<file path="src/rtl/amm_sram_pkg.sv">
// Shared definitions for the Avalon-MM to SRAM bridge blocks.
//   state_t : read-side FSM state encoding (IDLE, ISSUE, DRAIN, ACK)
//   TAG_W   : width of the lane-group tag carried alongside each SRAM read
//   beats() : number of SRAM beats needed to cover one 32-bit word
package amm_sram_pkg;

  typedef enum logic [1:0] {
    ST_IDLE  = 2'd0,
    ST_ISSUE = 2'd1,
    ST_DRAIN = 2'd2,
    ST_ACK   = 2'd3
  } state_t;

  localparam int TAG_W = 2;

  function automatic int beats(input int dbytes);
    return 4 / dbytes;
  endfunction

endpackage

</file>
<file path="src/rtl/amm_if.sv">
// Avalon-MM slave-side bus bundle (32-bit data, byte addressed).
//   address, read, write, byteenable, writedata : master -> slave
//   readdata, waitrequest                       : slave -> master
// Handshake: a command is held by the master while waitrequest=1; the
// cycle with waitrequest=0 completes it and returns readdata.
interface amm_if;
  logic [31:0] address;
  logic        read;
  logic        write;
  logic [3:0]  byteenable;
  logic [31:0] writedata;
  logic [31:0] readdata;
  logic        waitrequest;

  modport slave (
    input  address, read, write, byteenable, writedata,
    output readdata, waitrequest
  );

  modport master (
    output address, read, write, byteenable, writedata,
    input  readdata, waitrequest
  );
endinterface

</file>
<file path="src/rtl/sram_rd_pipe.sv">
// Valid + lane-tag delay line matching the SRAM read latency.
//   clk      : clock
//   flush    : synchronous clear of every stage
//   in_valid : a read is issued this cycle
//   in_tag   : lane group of that read
//   out_valid/out_tag : the same pair P_DEPTH cycles later, aligned with
//                       the SRAM data for that read
module sram_rd_pipe #(
  parameter int P_DEPTH = 1,
  parameter int P_TW    = 2
) (
  input  logic            clk,
  input  logic            flush,
  input  logic            in_valid,
  input  logic [P_TW-1:0] in_tag,
  output logic            out_valid,
  output logic [P_TW-1:0] out_tag
);

  logic            v_q [P_DEPTH];
  logic [P_TW-1:0] t_q [P_DEPTH];

  always_ff @(posedge clk) begin
    if (flush) begin
      for (int i = 0; i < P_DEPTH; i++) begin
        v_q[i] <= 1'b0;
        t_q[i] <= '0;
      end
    end else begin
      v_q[0] <= in_valid;
      t_q[0] <= in_tag;
      for (int i = 1; i < P_DEPTH; i++) begin
        v_q[i] <= v_q[i-1];
        t_q[i] <= t_q[i-1];
      end
    end
  end

  assign out_valid = v_q[P_DEPTH-1];
  assign out_tag   = t_q[P_DEPTH-1];

endmodule

</file>
<file path="src/rtl/amm2sram_rd.sv">
// Avalon-MM read slave in front of a narrow single-port SRAM.
// Each 32-bit read is split into 4/P_DBYTES SRAM reads whose results are
// assembled into readdata; writes are acknowledged and dropped.
//   clk, reset  : clock, synchronous active-high reset
//   amm         : Avalon-MM slave port (waitrequest low for one cycle = done)
//   sram_raddr  : SRAM read address (holds last value when idle)
//   sram_re     : SRAM read enable, one cycle per beat
//   sram_rdata  : SRAM read data, valid P_RLAT cycles after sram_re
//   dbg_state   : current FSM state
module amm2sram_rd
  import amm_sram_pkg::*;
#(
  parameter int P_ASIZE  = 10,
  parameter int P_DBYTES = 4,
  parameter int P_RLAT   = 1
) (
  input  logic                  clk,
  input  logic                  reset,
  amm_if.slave                  amm,
  output logic [P_ASIZE-1:0]    sram_raddr,
  output logic                  sram_re,
  input  logic [P_DBYTES*8-1:0] sram_rdata,
  output state_t                dbg_state
);

  if (!(P_DBYTES == 1 || P_DBYTES == 2 || P_DBYTES == 4)) begin : g_bad_dbytes
    $error("amm2sram_rd: P_DBYTES must be 1, 2 or 4");
  end
  if (!(P_RLAT == 1 || P_RLAT == 2)) begin : g_bad_rlat
    $error("amm2sram_rd: P_RLAT must be 1 or 2");
  end

  localparam int              N    = beats(P_DBYTES);
  localparam logic [TAG_W-1:0] LAST = TAG_W'(N - 1);

  // SRAM address of beat 0; later beats OR the beat index into the low
  // bits, which is the same mapping the write-side block uses.
  function automatic logic [P_ASIZE-1:0] base_addr(input logic [31:0] a);
    logic [P_ASIZE-1:0] r;
    r = a[P_ASIZE+1:2];
    if (P_DBYTES == 2) r = {a[P_ASIZE:2], 1'b0};
    else if (P_DBYTES == 1) r = {a[P_ASIZE-1:2], 2'b00};
    return r;
  endfunction

  state_t             state_q;
  logic [TAG_W-1:0]   beat_q;
  logic [P_ASIZE-1:0] base_q;
  logic [3:0]         be_q;
  logic [31:0]        readdata_q;
  logic               pipe_valid;
  logic [TAG_W-1:0]   pipe_tag;
  logic [TAG_W-1:0]   beat_nxt;

  assign beat_nxt = beat_q + 1'b1;

  always_ff @(posedge clk) begin
    if (reset) begin
      state_q    <= ST_IDLE;
      beat_q     <= '0;
      base_q     <= '0;
      be_q       <= '0;
      sram_re    <= 1'b0;
      sram_raddr <= '0;
    end else begin
      case (state_q)
        ST_IDLE: begin
          if (amm.read) begin
            base_q     <= base_addr(amm.address);
            be_q       <= amm.byteenable;
            beat_q     <= '0;
            sram_raddr <= base_addr(amm.address);
            sram_re    <= 1'b1;
            state_q    <= ST_ISSUE;
          end else if (amm.write) begin
            state_q <= ST_ACK;
          end
        end
        ST_ISSUE: begin
          if (beat_q == LAST) begin
            sram_re <= 1'b0;
            state_q <= ST_DRAIN;
          end else begin
            beat_q     <= beat_nxt;
            sram_raddr <= base_q | {{(P_ASIZE-TAG_W){1'b0}}, beat_nxt};
          end
        end
        ST_DRAIN: begin
          if (pipe_valid && pipe_tag == LAST) state_q <= ST_ACK;
        end
        default: begin
          // ACK lasts one cycle; the bus is not looked at here, so a
          // command still held by the master cannot re-trigger.
          state_q <= ST_IDLE;
        end
      endcase
    end
  end

  // Tag travels with the read so the returning data lands in its lanes.
  sram_rd_pipe #(
    .P_DEPTH (P_RLAT),
    .P_TW    (TAG_W)
  ) u_pipe (
    .clk       (clk),
    .flush     (reset),
    .in_valid  (sram_re),
    .in_tag    (beat_q),
    .out_valid (pipe_valid),
    .out_tag   (pipe_tag)
  );

  always_ff @(posedge clk) begin
    if (reset) begin
      readdata_q <= '0;
    end else if (pipe_valid) begin
      for (int b = 0; b < 4; b++) begin
        if ((b / P_DBYTES) == int'(pipe_tag)) begin
          readdata_q[b*8 +: 8] <= be_q[b] ? sram_rdata[(b % P_DBYTES)*8 +: 8] : 8'h00;
        end
      end
    end
  end

  assign amm.readdata    = readdata_q;
  assign amm.waitrequest = (state_q != ST_ACK);
  assign dbg_state       = state_q;

  // Write data and the untranslated address bits have no use on a read port.
  logic unused_amm;
  assign unused_amm = ^{amm.writedata, amm.address};

endmodule

</file>
<file path="src/flat_wrapper.sv">
// flat-port wrapper written by rule: the top's interface ports become plain ports
module amm2sram_rd_flat import amm_sram_pkg::*;
#(
  parameter int P_ASIZE  = 10,
  parameter int P_DBYTES = 4,
  parameter int P_RLAT   = 1
)
  (clk, reset, sram_raddr, sram_re, sram_rdata, dbg_state, amm_address, amm_read, amm_write, amm_byteenable, amm_writedata, amm_readdata, amm_waitrequest);
  amm_if amm_i ();
  input  logic clk;
  input  logic reset;
  output logic [P_ASIZE-1:0] sram_raddr;
  output logic sram_re;
  input  logic [P_DBYTES*8-1:0] sram_rdata;
  output state_t dbg_state;
  input wire logic [$bits(amm_i.address)-1:0] amm_address;
  input wire logic [$bits(amm_i.read)-1:0] amm_read;
  input wire logic [$bits(amm_i.write)-1:0] amm_write;
  input wire logic [$bits(amm_i.byteenable)-1:0] amm_byteenable;
  input wire logic [$bits(amm_i.writedata)-1:0] amm_writedata;
  output wire logic [$bits(amm_i.readdata)-1:0] amm_readdata;
  output wire logic [$bits(amm_i.waitrequest)-1:0] amm_waitrequest;
  assign amm_i.address = amm_address;
  assign amm_i.read = amm_read;
  assign amm_i.write = amm_write;
  assign amm_i.byteenable = amm_byteenable;
  assign amm_i.writedata = amm_writedata;
  assign amm_readdata = amm_i.readdata;
  assign amm_waitrequest = amm_i.waitrequest;
  amm2sram_rd #(.P_ASIZE(P_ASIZE), .P_DBYTES(P_DBYTES), .P_RLAT(P_RLAT)) u_core (.clk(clk), .reset(reset), .amm(amm_i), .sram_raddr(sram_raddr), .sram_re(sram_re), .sram_rdata(sram_rdata), .dbg_state(dbg_state));
endmodule
</file>
<file path="config.mk">
export PLATFORM = sky130hd
export DESIGN_NAME = amm2sram_rd_flat
export DESIGN_NICKNAME = d
export VERILOG_FILES = /design/src/rtl/amm_sram_pkg.sv /design/src/rtl/amm_if.sv /design/src/rtl/sram_rd_pipe.sv /design/src/rtl/amm2sram_rd.sv /design/src/flat_wrapper.sv
export SDC_FILE = /design/constraint.sdc
export NUM_CORES = 1
export LEC_CHECK = 0
export CORE_UTILIZATION = 40
export DETAILED_ROUTE_END_ITERATION = 6
export HOLD_SLACK_MARGIN = 0.1
export PLACE_DENSITY = 0.84
export SLEW_MARGIN = 10
export SYNTH_ARGS = -nofsm -noshare
export SYNTH_HDL_FRONTEND = slang
export SYNTH_HIERARCHICAL = 1
export SYNTH_SLANG_ARGS = --single-unit
export TNS_END_PERCENT = 30
</file>
<file path="constraint.sdc">
create_clock -name clk -period 4.5 [get_ports clk]
set_input_delay 0.45 -clock clk [delete_from_list [all_inputs] [get_ports clk]]
set_output_delay 0.45 -clock clk [all_outputs]
set_load 0.005 [all_outputs]
</file>
Yosys cells after proc, flatten, opt, wreduce, memory -nomap -nowiden
Memory sizes are Yosys's and may differ from the RTL's.
Index checks and enable logic that the tools add are counted.
{"block": "classes", "n_addsub": 1, "eq_ne": 8, "muxes": 25, "bitwise_logic": 1, "n_reduce_logical": 13}
{"op": "2-to-1 mux 8 bit", "count": 4}
{"op": "2-to-1 mux 10 bit", "count": 2}
{"op": "case mux 10 bit (2 select lines)", "count": 1}
{"op": "2-to-1 mux 2 bit", "count": 7}
{"op": "OR 10 x 2 -> 10 bit", "count": 1}
{"op": "AND reduction 3 bit", "count": 3}
{"op": "logical NOT 2 bit", "count": 4}
{"op": "2-to-1 mux 1 bit", "count": 8}
{"op": "inequality test 2 bit, second input constant", "count": 3}
{"op": "case mux 2 bit (3 select lines)", "count": 1}
{"op": "inequality test 2 x 1 -> 1 bit, second input constant", "count": 2}
{"op": "case mux 2 bit (2 select lines)", "count": 1}
{"op": "AND reduction 2 bit", "count": 2}
{"op": "inequality test 3 bit, second input constant", "count": 1}
{"op": "adder 2 x 1 -> 2 bit, second input constant", "count": 1}
{"op": "equality test 2 x 1 -> 1 bit, second input constant", "count": 1}
{"op": "equality test 2 bit, second input constant", "count": 1}
{"op": "case mux 1 bit (2 select lines)", "count": 1}
{"op": "nonzero test 2 bit", "count": 1}
{"op": "OR reduction 2 bit", "count": 1}
{"op": "logical AND 1 bit", "count": 1}
{"op": "OR reduction 1 bit", "count": 1}
{"block": "word_totals", "regBits": 61, "mem_bits_rw": 3, "input_bits": 104, "out_inout_bits": 46, "wordCells": 57, "mem_count": 2}
{"name": "u_core.u_pipe.t_q", "depth": 1, "word_bits": 2, "read_ports": 1, "rd_ports_with_merged_regs": 0, "write_ports": 1, "line": "sram_rd_pipe.sv:21", "text": "logic [P_TW-1:0] t_q [P_DEPTH];"}
{"name": "u_core.u_pipe.v_q", "depth": 1, "word_bits": 1, "read_ports": 1, "rd_ports_with_merged_regs": 0, "write_ports": 1, "line": "sram_rd_pipe.sv:20", "text": "logic v_q [P_DEPTH];"}

Depth between registers and ports, before layout
Gate-level depths: netlist of the first run.
{"block": "logic_depth", "word_depth": 4, "depth_mapped": 8, "depth_no_buf": 6}

Hierarchy
Netlist of the first run, hierarchy kept.
{"module": "amm2sram_rd", "n_inst": 1, "cells_each": 291, "area_each_um2": 2432.3}
{"module": "sram_rd_pipe", "n_inst": 1, "cells_each": 6, "area_each_um2": 78.8}

Least setup slack after synthesis of the first run
OpenSTA, ideal clock, no wires.
{"block": "synth_timing", "path_type": "register -> register", "start": "register u_core.state_q[0] (netlist: u_core/dbg_state[0])", "end": "register u_core.sram_raddr[0]", "setup_ns": 0.132, "arrival_time_ns": 1.562, "t_required_ns": 4.368, "path_slack_ns": 2.806, "path_stages_with_launch": 8, "path_buffers": 1, "cell_sequence": "dfxtp_1 -> inv_1 -> ha_1 -> nor2b_1 -> a211oi_1 -> buf_2 -> mux2i_1 -> a21oi_1"}
{"block": "synth_via", "elab_chain_len": 3}
{"item": "start: declaration", "line": "amm2sram_rd.sv:46", "text": "state_t state_q;"}
{"item": "start signal: assignment", "line": "amm2sram_rd.sv:59", "text": "state_q <= ST_IDLE;"}
{"item": "start signal: assignment", "line": "amm2sram_rd.sv:74", "text": "state_q <= ST_ISSUE;"}
{"item": "start signal: assignment", "line": "amm2sram_rd.sv:76", "text": "state_q <= ST_ACK;"}
{"item": "equality test 2 x 1 -> 1 bit / logical NOT 2 bit (equally long branches)", "line": "amm2sram_rd.sv:66", "text": "case (state_q)"}
{"item": "inequality test 2 bit (no line) / nonzero test 2 bit (equally long branches)"}
{"item": "AND reduction 3 bit (no line)"}
{"item": "end signal: assignment", "line": "amm2sram_rd.sv:72", "text": "sram_raddr <= base_addr(amm.address);"}
{"item": "end signal: assignment", "line": "amm2sram_rd.sv:85", "text": "sram_raddr <= base_q | {{(P_ASIZE-TAG_W){1'b0}}, beat_nxt};"}
{"item": "end: declaration", "line": "amm2sram_rd.sv:20", "text": "output logic [P_ASIZE-1:0] sram_raddr,"}
Several ways; a longest one is shown, not always the timed one.
A chain may end at the register's enable or synchronous reset.

Worst setup path after layout of the first run
{"block": "layout_timing", "start": "register u_core.state_q[1] (netlist: u_core/dbg_state[1])", "end": "register u_core.sram_raddr[1]"}
Same word-level chain as after synthesis.

==> results_dict.tcl, run 1 <==
set metrics [dict create \
    gp_congestion 0.752 \
    endpoint_kind "flip-flop" \
    fin_skew_ns 0.00786 \
    postRouteAntennaNets 0 \
    post-route-util_pct 60.8 \
    worstSkewPairLatency_ns 0.32 \
    cap_violations 0 \
    p_per_area_nw_per_um2 451 \
    clock-sinks 64 \
    drive_gt1_share_pct 5.45 \
    port_buffers 95 \
    clk_pin_slew_ns 0.07 \
    grtUsageTotal_pct 19.9 \
    hold_violations 0 \
    ys_warn_count 6 \
    critPathRequiredTime_ns 4.66 \
    cts_tree "done" \
    initial_utilization_pct 41.9 \
    syn_area_um2 2510 \
    status "complete, no violations" \
    fillers 535 \
    slew_headroom_pct 23.1 \
    synth_nets 407 \
    final_cell_mix "94 x clkdlybuf4s50_1, 64 x dfxtp_1, 63 x nand2_1" \
    placeableCoreArea_um2 5990 \
    rsz0062_at_grt "false" \
    syn_inst 297 \
    max_clock_freq_mhz 377 \
    clockBufferDepth 2 \
    antenna_found_initial 0 \
    yosysSeqAreaShare_pct 51.0 \
    chipWidth_um 81.2 \
    die_h_um 81.2 \
    layout_commonest_cell "clkdlybuf4s50_1" \
    ys_ff_latch 64 \
    drtIter0Drc 120 \
    synthDistinctLibCells 23 \
    vias_per_cell 5.05 \
    period_share_pct 59.0 \
    drc 0 \
    diodes 0 \
    cts_resized 0 \
    finalSetupViolations 0 \
    grt_max_degree 66 \
    path_class "flip-flop to flip-flop" \
    cts_buffers 9 \
    dieArea_um2 6600 \
    post-route-min-period_ns 2.65 \
    grt_pass1_wl_um 9890 \
    worst-path-max-fanout 20 \
    multi_input_comb_area_um2 1120 \
    num_rows 28 \
    min_path_type "flip-flop to flip-flop" \
    cp.arrival_ns 2.81 \
    routed_wl_um 6290 \
    cts-root-buf "clkbuf_8" \
    register_area_um2 1280 \
    dp_hpwl_um 4200 \
    ctsHoldBuffers 0 \
    io-pin-count 150 \
    cts_setup_buffers 0 \
    maxSlewViolCount 0 \
    route.vias.total 2324 \
    cp-start-kind "flip-flop" \
    syn_avg_cell_area_um2 8.46 \
    grt_pass1_vias 2159 \
    syn2layout_area_growth_pct 45.0 \
    ctsHtreeMaxLevel 3 \
    power.leakage_nw 1.27 \
    tightest_slew_ns 1.15 \
    ir_drop_mv 0.274 \
    wl_per_cell_um 13.7 \
    drt_pre_antenna_iters 4 \
    final.setup.tns_ns 0 \
    nets 490 \
    grt_overflow 0 \
]
## report_power, final
| part | switching [mW] | leakage [nW] | internal (mW) |
|---|---|---|---|
| Sequential | 0.0561 | 0.521 | 0.642 |
| Clock | 0.207 | 0.0899 | 0.212 |
| Combinational | 0.271 | 0.660 | 0.254 |
## path summary, 6_finish.rpt
kind	slack (ns)	endpoint	cells past startpoint	startpoint
worst max-delay path	1.85	u_core/sram_raddr[1]	6	u_core/dbg_state[1]
worst min-delay path	0.45	u_core/amm.readdata[26]	2	u_core/amm.readdata[26]
worst max register to register	1.85	u_core/sram_raddr[1]	6	u_core/dbg_state[1]
worst min register to register	0.45	u_core/amm.readdata[26]	2	u_core/amm.readdata[26]
## stage by stage
| stage | std cells | hold slack (ns) | total power [mW] | setup slack, ns | area, µm² |
|---|---|---|---|---|---|
| final | 460 | 0.450 | 1.64 | 1.85 | 3640 |
| after CTS | 460 | 0.452 | 1.65 | 1.66 | 3630 |
| after global routing | 460 | 0.466 | 1.74 | 1.67 | 3640 |
| after detailed placement | 444 | 0.443 | 1.23 | 1.68 | 3470 |
| after floorplan | 297 | 0.433 | 1.02 | 2.81 | 2510 |
| after global placement | 444 | 0.437 | 1.21 | 1.73 | 3470 |
## cell families (layout without fill, tap and decap cells)
family	after synthesis	in the layout	share of synthesized area, %
AND/OR/NAND/NOR	118	118	20.6
buffers and inverters	30	118	4.88
adder cells (fa/ha/maj)	6	6	2.99
flip-flops	64	64	51.0
AO/OA/AOI/OAI	67	67	15.6
multiplexers	12	12	4.88
## routing by layer
metal / GRT usage, % / share of wire [%] / vias up
met5: 0 / 0 / -
met4: 7.50 / 1.1 / 0
met3: 6.40 / 5.4 / 5
met2: 34.0 / 49 / 59
met1: 22.9 / 44 / 1086
li1: - / - / 1174
## registers in the layout, indices dropped and copies added (netlist names)
name,flops
u_core/sram_re,1
u_core/dbg_state,2
u_core/be_q,4
u_core/base_q,10
u_core/beat_q,2
u_core/u_pipe/v_q,1
u_core/u_pipe/t_q,2
u_core/sram_raddr,10
u_core/amm.readdata,32
## critical path: stages, from the launching register on
cell and delay [ns]:
dfxtp_1 0.34, inv_1 0.12, ha_1 0.77, nor2_1 0.18, a211oi_4 0.71, mux2i_1 0.26
a21oi_1 0.09
## synthesized netlist by cell type
cell type,number,area share [%]
a211oi_1,9,2.7
and2_0,1,0.25
o21a_1,1,0.30
o31ai_1,2,0.60
o211ai_1,2,0.60
a221oi_4,1,1.0
ha_1,6,3.0
a21oi_1,51,10
and3_1,1,0.25
nor3b_1,2,0.60
or3b_1,1,0.35
dfxtp_1,64,51
nand2b_1,3,0.75
nor2_1,11,1.6
nand2_1,63,9.4
mux2i_1,10,4.0
buf_2,8,1.6
nand3_1,32,6.4
clkbuf_1,16,2.4
inv_1,6,0.90
o21ai_0,1,0.20
mux2_2,2,0.90
nor2b_1,4,1.0
## final cells by class
type                       instances  share of cell area [%]
clock inverter                     4                   0.550
timing repair buffer              96                    26.2
clock buffer                      12                    3.99
sequential                        64                    35.2
multi-input combinational        203                    30.9
tap                               75                    2.58
inverter                           6                   0.619
Power figures use the tool's default switching activity.
==> inputs of run 2 (changes only) <==
--- a/config.mk
+++ b/config.mk
@@ -5,10 +5,10 @@
 export SDC_FILE = /design/constraint.sdc
 export NUM_CORES = 1
 export LEC_CHECK = 0
-export CORE_UTILIZATION = 40
+export CORE_UTILIZATION = 37
 export DETAILED_ROUTE_END_ITERATION = 6
 export HOLD_SLACK_MARGIN = 0.1
-export PLACE_DENSITY = 0.84
+export PLACE_DENSITY = 0.78
 export SLEW_MARGIN = 10
 export SYNTH_ARGS = -nofsm -noshare
 export SYNTH_HDL_FRONTEND = slang
==> constraint.sdc (replaced) <==
create_clock -name clk -period 2.55 [get_ports clk]
set_input_delay 0.255 -clock clk [delete_from_list [all_inputs] [get_ports clk]]
set_output_delay 0.255 -clock clk [all_outputs]
set_load 0.005 [all_outputs]
==> results_dict.tcl, run 2 (synthesized netlist as in run 1, its figures left out) <==
set metrics [dict create \
    status "finished, violations left" \
    violations "DRC" \
    dieArea_um2 7120 \
    p_per_area_nw_per_um2 835 \
    pre_cts_ws_ns 0.670 \
    max_clock_freq_mhz 532 \
    setup_slack_ns 0.671 \
    chipWidth_um 84.4 \
    grt_pass1_wl_um 10400 \
    finalSetupViolations 0 \
    num_rows 29 \
    nets 496 \
    placeableCoreArea_um2 6460 \
    cap_violations 0 \
    port_buffers 95 \
    worstSkewPairLatency_ns 0.34 \
    layout_commonest_cell "clkdlybuf4s50_1" \
    final_cell_mix "94 x clkdlybuf4s50_1, 64 x dfxtp_1, 63 x nand2_1" \
    routed_wl_um 6290 \
    antenna_found_initial 0 \
    wl_per_cell_um 13.4 \
    rsz0062_at_grt "false" \
    min_path_type "input port to flip-flop" \
    initial_utilization_pct 38.9 \
    fin_skew_ns 0.0121 \
    endpoint_kind "flip-flop" \
    path_class "flip-flop to flip-flop" \
    hold_violations 0 \
    io-pin-count 150 \
    ctsHoldBuffers 0 \
    clk_pin_slew_ns 0.08 \
    vias_per_cell 5.00 \
    final.setup.tns_ns 0 \
    dp_hpwl_um 4430 \
    final_cell_area_um2 3740 \
    drc 6 \
    diodes 0 \
    grtUsageTotal_pct 18.5 \
    grt_max_degree 33 \
    grt_pass1_vias 2321 \
    cts_resized 0 \
    cts_buffers 9 \
    grt_overflow 0 \
    cp-start-kind "flip-flop" \
    fillers 590 \
    postRouteAntennaNets 0 \
    worst-path-max-fanout 9 \
    largest_reg_flops 32 \
    cp.arrival_ns 2.11 \
    clock-sinks 64 \
    post_dp_cell_area_um2 3520 \
    drt_pre_antenna_iters 6 \
    period_share_pct 73.7 \
    ff2ff_setup_slack_ns 0.67 \
    tightest_slew_ns 0.542 \
    ctsHtreeMaxLevel 3 \
    drive_gt1_share_pct 7.42 \
    maxSlewViolCount 0 \
    clockBufferDepth 2 \
    gp_congestion 0.817 \
    ir_drop_mv 0.400 \
    power.leakage_nw 1.32 \
    critPathRequiredTime_ns 2.78 \
    die_h_um 84.4 \
    cts_tree "done" \
    route.vias.total 2340 \
    syn2layout_area_growth_pct 48.8 \
    cts-root-buf "clkbuf_8" \
    total_power_mw 3.12 \
    slew_headroom_pct 63.8 \
    drtIter0Drc 105 \
    cts_setup_buffers 0 \
    post-route-min-period_ns 1.88 \
]
run 2: final timing paths:
check	start	to	cells past startpoint
setup / recovery	u_core/dbg_state[1]	u_core/sram_raddr[0]	6
hold / removal	reset	u_core/sram_re	2
setup reg to reg	u_core/dbg_state[1]	u_core/sram_raddr[0]	6
hold reg to reg	u_core/amm.readdata[7]	u_core/amm.readdata[7]	2
run 2: report_power, final:
part	leakage, nW	switching (mW)	internal, mW	total (mW)
clock network	0.113	0.398	0.552	0.949
logic	0.688	0.473	0.470	0.943
registers	0.521	0.0976	1.13	1.23
run 2: critical path, stage by stage (launching register included):
cell     delay (ns)
dfxtp_1        0.34
inv_1          0.13
ha_1           0.48
buf_4          0.28
mux2_2         0.35
mux2i_1        0.13
a21oi_1        0.08
run 2: layout make-up:
type                            instances  area, µm²  share of cell area [%]
Sequential cell                        64       1280                    34.3
Multi-Input combinational cell        203       1120                    29.9
Timing Repair Buffer                  102        998                    26.7
Clock buffer                            9        124                    3.32
Clock inverter                          7       96.3                    2.58
Tap cell                               77       96.3                    2.58
Inverter                                6       22.5                   0.603
run 2: per-stage QoR:
step                      cells  hold WS, ns  utilization (%)
after floorplan             297        0.327                -
after global placement      452        0.437             54.4
after detailed placement    452        0.445             54.4
after CTS                   468        0.366             57.8
after global routing        468        0.407             57.8
final                       468        0.372             57.8
run 2: per-layer routing:
layer | vias up | share of wire (%) | track usage (%)
met5 | - | 0 | 0
li1 | 1185 | - | -
met4 | 0 | 1.2 | 8.63
met1 | 1073 | 43 | 22.3
met3 | 6 | 6.9 | 4.72
met2 | 76 | 49 | 30.9
